===== config.mk =====
export PLATFORM = sky130hd
export DESIGN_NAME = pipe_stage_chain
export DESIGN_NICKNAME = d
export VERILOG_FILES = /design/src/rtl/pipe_stage_chain.sv
export SDC_FILE = /design/constraint.sdc
export NUM_CORES = 1
export LEC_CHECK = 0
export CELL_PAD_IN_SITES_DETAIL_PLACEMENT = 1
export CELL_PAD_IN_SITES_GLOBAL_PLACEMENT = 1
export CORE_MARGIN = 3
export CORE_UTILIZATION = 39
export CTS_CLUSTER_DIAMETER = 30
export DETAILED_ROUTE_END_ITERATION = 8
export GPL_TIMING_DRIVEN = 1
export PLACE_DENSITY_LB_ADDON = 0.1
export SETUP_SLACK_MARGIN = 0.05
export SYNTH_ARGS = -nofsm -noshare
export SYNTH_HDL_FRONTEND = slang
export SYNTH_SLANG_ARGS = --single-unit

===== constraint.sdc =====
create_clock -name clk -period 2.5 [get_ports clk]
set_clock_uncertainty 0.1 [all_clocks]
set_input_delay 0.25 -clock clk [delete_from_list [all_inputs] [get_ports clk]]
set_output_delay 0.25 -clock clk [all_outputs]
set_load 0.1 [all_outputs]

===== src/rtl/pipe_stage_chain.sv =====
// Chain of DEPTH payload/valid pipeline registers with per-stage flush,
// back-propagating stall, optional bubble collapsing and saturating event counters.
module pipe_stage_chain #(
    parameter int                DATA_W        = 96,
    parameter int                DEPTH         = 2,
    parameter int                BUBBLE_SQUASH = 1,
    parameter logic [DATA_W-1:0] FLUSH_VAL     = '0,
    parameter int                CNT_W         = 16
) (
    input  logic              clk,
    input  logic              reset,
    input  logic              in_valid,
    input  logic [DATA_W-1:0] in_data,
    output logic              in_ready,
    input  logic              stall,
    input  logic [DEPTH-1:0]  flush,
    input  logic              cnt_clr,
    output logic              out_valid,
    output logic [DATA_W-1:0] out_data,
    output logic [CNT_W-1:0]  stall_cnt,
    output logic [CNT_W-1:0]  flush_cnt
);

    localparam logic SQUASH = (BUBBLE_SQUASH != 0);

    logic [DEPTH-1:0]  v_q, v_d;
    logic [DATA_W-1:0] d_q [DEPTH];
    logic [DATA_W-1:0] d_d [DEPTH];

    logic [DEPTH-1:0]  adv;
    logic [DEPTH-1:0]  src_v;
    logic [DATA_W-1:0] src_d [DEPTH];
    logic [DEPTH-1:0]  disc;

    logic [CNT_W-1:0]  stall_cnt_q, stall_cnt_d;
    logic [CNT_W-1:0]  flush_cnt_q, flush_cnt_d;
    logic              stall_ev, flush_ev;

    // A stage advances when the stage after it advances, or when it is empty
    // and bubbles may be collapsed; the output stage advances on !stall.
    always_comb begin : advance_logic
        logic run;
        run = !stall;
        adv = '0;
        for (int i = DEPTH - 1; i >= 0; i--) begin
            run    = run || (SQUASH && !v_q[i]);
            adv[i] = run;
        end
    end

    always_comb begin : source_select
        src_v    = '0;
        src_v[0] = in_valid;
        src_d[0] = in_data;
        for (int i = 1; i < DEPTH; i++) begin
            src_v[i] = v_q[i-1];
            src_d[i] = d_q[i-1];
        end
    end

    // NOTE: every variable gets its hold value first, so no path through the
    // block leaves it unassigned and no latch is inferred.
    always_comb begin : next_state
        v_d  = v_q;
        d_d  = d_q;
        disc = '0;
        for (int i = 0; i < DEPTH; i++) begin
            if (flush[i]) begin
                v_d[i]  = 1'b0;
                d_d[i]  = FLUSH_VAL;
                disc[i] = adv[i] ? src_v[i] : v_q[i];
            end else if (adv[i]) begin
                v_d[i] = src_v[i];
                d_d[i] = src_v[i] ? src_d[i] : FLUSH_VAL;
            end
        end
    end

    assign stall_ev = stall && v_q[DEPTH-1] && !flush[DEPTH-1];
    assign flush_ev = |disc;

    always_comb begin : counter_next
        stall_cnt_d = stall_cnt_q;
        flush_cnt_d = flush_cnt_q;
        if (cnt_clr) begin
            stall_cnt_d = '0;
            flush_cnt_d = '0;
        end else begin
            if (stall_ev && (stall_cnt_q != '1)) stall_cnt_d = stall_cnt_q + CNT_W'(1);
            if (flush_ev && (flush_cnt_q != '1)) flush_cnt_d = flush_cnt_q + CNT_W'(1);
        end
    end

    // NOTE: the payload registers are reset too, because out_data must read
    // FLUSH_VAL while in reset; a plain data path could skip this reset.
    always_ff @(posedge clk or negedge reset) begin
        if (!reset) begin
            v_q         <= '0;
            stall_cnt_q <= '0;
            flush_cnt_q <= '0;
            for (int i = 0; i < DEPTH; i++) d_q[i] <= FLUSH_VAL;
        end else begin
            // NOTE: non-blocking updates let every stage sample the pre-edge
            // state of its neighbour, which is what makes this a shift chain.
            v_q         <= v_d;
            d_q         <= d_d;
            stall_cnt_q <= stall_cnt_d;
            flush_cnt_q <= flush_cnt_d;
        end
    end

    assign in_ready  = adv[0];
    assign out_valid = v_q[DEPTH-1];
    assign out_data  = d_q[DEPTH-1];
    assign stall_cnt = stall_cnt_q;
    assign flush_cnt = flush_cnt_q;

endmodule

==> results.toml <==
[critical_path]
r2r_cells = 5
cp_cell_sequence = "ha_1 > nand4_1 > or3_2 > or4_1 > a21oi_1"
critical_path.slowest_cell = "or3_2"
cpPeakStageDelay_ns = 0.55
crit_path_max_fanout = 6
crit_path_start_kind = "flop"
required_ns = 2.83
crit_type = "reg2reg"
worstSetupEndpointType = "flop"
arrival_ns = 2.54

[sta]
period_needed_ns = 2.20
slew_viol_final = 0
finalCritPeriodShare = 0.881
worst_pin_slew_ns = 0.758
setup_viol = 0
fmax_ghz = 0.454
final_hold_viol_count = 0
slew-limit-headroom = 0.491
tns_ns = 0
hold_ws_ns = 0.199
rsz0062_at_grt = "false"

[floorplanning]
core_area_mm2 = 0.0235
die_x_um = 161
die_h_um = 161
fp.dieArea_mm2 = 0.0260
io_pins = 233
rows = 56
start_util = 0.399

[final_layout]
finalNetCount = 1003
antenna_cells = 0
final_common_cell = "dfrtp_1"
final_cell_mix = "dfrtp_1 (203), a22o_1 (193), buf_4 (146)"
drive_gt1_frac = 0.299
areaGrowthSynthToFinish_pct = 37.2
fin_util = 0.548
final_cells = 1256

[clock_tree]
ctsRootBufferMaster = "clkbuf_16"
cts_buffers = 49
ctsHtreeMaxLevel = 2
clk_pin_slew_ns = 0.05
cts_tree = "yes"
insertion_delay_ns = 0.53
cts.path.max_buffers = 3
clock_sinks = 226

[route]
drc = 0
antenna_left = 0
drt_wl_total_um = 26500
wl_per_cell_um = 21.1
via_count = 6781
drtIter0Drc = 374
vias_per_cell = 5.40
drtPass1Iterations = 4

[place]
dp_cells = 1165
gp_congestion = 0.779
dp_hpwl_um = 17100
port_buffers = 232

[power]
irDropWorstVdd_v = 0.000628
p_comb_frac = 0.062
seqPwrFrac = 0.354
p_clk_frac = 0.584
leakage_nw = 6.08
p_sw_mw = 2.53
p_int_mw = 8.24
power.density_mw_per_mm2 = 836
sw_frac_of_total = 0.235
total_power_mw = 10.8

[yosys]
synth_edf_count = 0
synthTopCellsByArea = "dfrtp_1 (60%), a22o_1 (18%), buf_4 (7.8%), clkbuf_1 (1.4%), a21oi_1 (1.1%)"
seq_area_frac_synth = 0.602
ys_types = 46
synthCells = 738
yosys.area.top_type = "dfrtp_1"
synth_fp_nets = 843
ys_ff_latch = 226
synth_ff_type = "dfrtp_1"
yosysTopAreaCellShare = 0.602
syn_area_mm2 = 0.00940
yosys_warnings = 0
syn_avg_cell_area_um2 = 12.7
ys_async_sr_fraction = 1.00

[worst_hold_path]
hold_class = "in2async"

[global_routing]
grt_pass1_wl_um = 42900
grt_max_degree = 72
grt_overflow_total = 0
grt_pass1_vias = 7612
antenna_found_initial = 0
grt.total_usage = 0.205

[flow_run]
maxCapViolations = 0

[outcome]
outcome = "complete, no violations"
-- cells by family (layout without fill, tap and decap cells) --
family / after synthesis / count (layout) / synth area share
compound gates: 250 / 250 / 0.221
fa+ha+maj: 2 / 2 / 0.00266
buf+inv: 154 / 353 / 0.101
flops: 226 / 226 / 0.602
mux: 8 / 8 / 0.00945
simple gates: 98 / 98 / 0.0638
-- power by group through the flow --
stage,clock network (mW),logic [mW],registers (mW)
6_report,6.30,0.664,3.81
5_1_grt,6.65,0.715,3.82
4_1_cts,6.45,0.677,3.81
3_5_place_dp,0,0.672,3.87
3_3_place_gp,0,0.654,3.86
2_1_floorplan,0,0.303,3.88
-- per-stage QoR --
stage / setup slack, ns / area, um2
3_3_place_gp: 0.0205 / 11200
2_1_floorplan: 0.0544 / 9440
4_1_cts: 0.291 / 12900
3_5_place_dp: 0.0122 / 11200
5_1_grt: 0.157 / 12900
6_report: 0.298 / 12900
-- cell usage after synthesis, types with 6 or more instances --
| cell type | n |
|---|---|
| or4_1 | 12 |
| nor2b_1 | 8 |
| nor3_1 | 6 |
| buf_2 | 6 |
| buf_1 | 10 |
| nand4_1 | 7 |
| dfrtp_1 | 226 |
| clkbuf_1 | 35 |
| nand3_1 | 11 |
| a22o_1 | 193 |
| mux2_2 | 7 |
| a211oi_1 | 7 |
| a21oi_1 | 20 |
| nand2_1 | 15 |
| nor2_1 | 11 |
| o31ai_1 | 11 |
| buf_4 | 98 |
-- layout make-up --
type                    instances  area, um2
flip-flops and latches        226       5690
clock inverters                27        308
inverters                       5       18.8
fillers                      2386      10600
repair buffers                258       2310
well taps                     319        399
clock buffers                  63       1340
multi-input cells             358       2830
-- final timing paths --
kind | startpoint | endpoint | slack, ns
setup reg to reg | stall_cnt[0]$_DFFE_PN0P_ | stall_cnt[12]$_DFFE_PN0P_ | 0.30
hold / removal | reset | flush_cnt[12]$_DFFE_PN0P_ | 0.20
setup / recovery | stall_cnt[0]$_DFFE_PN0P_ | stall_cnt[12]$_DFFE_PN0P_ | 0.30
min in group clk | in_data[69] | d_q[165]$_DFFE_PN0P_ | 0.22
max in group asynchronous | reset | out_data[55]$_DFFE_PN0N_ | 1.33
hold reg to reg | d_q[111]$_DFFE_PN0P_ | out_data[15]$_DFFE_PN0N_ | 0.39
-- critical path: cells and delay by family, from the launching register on --
family | cells | cell delay, ns
flip-flops | 1 | 0.42
adder cells (fa/ha/maj) | 1 | 0.21
AO/OA/AOI/OAI | 1 | 0.18
AND/OR/NAND/NOR | 3 | 1.21
-- state kept, by name, indices dropped and copies added, names as in the netlist --
name	count
d_q	96
flush_cnt	16
out_data	96
stall_cnt	16
v_q	2
-- metal layers --
layer,GRT usage,vias up,share of wire
met2,0.339,197,0.50
li1,-,3021,-
met5,0,-,0
met3,0.0598,47,0.065
met1,0.257,3516,0.41
met4,0.0720,0,0.027
-- timing repair --
item                                    4_1_cts  5_1_grt
hold endpoints to repair                     66        0
hold buffers                                  1        0
resized for setup                             0        0
buffers inserted                              0        0
endpoints found under the setup margin        0        0
Power figures use the tool's default switching activity.
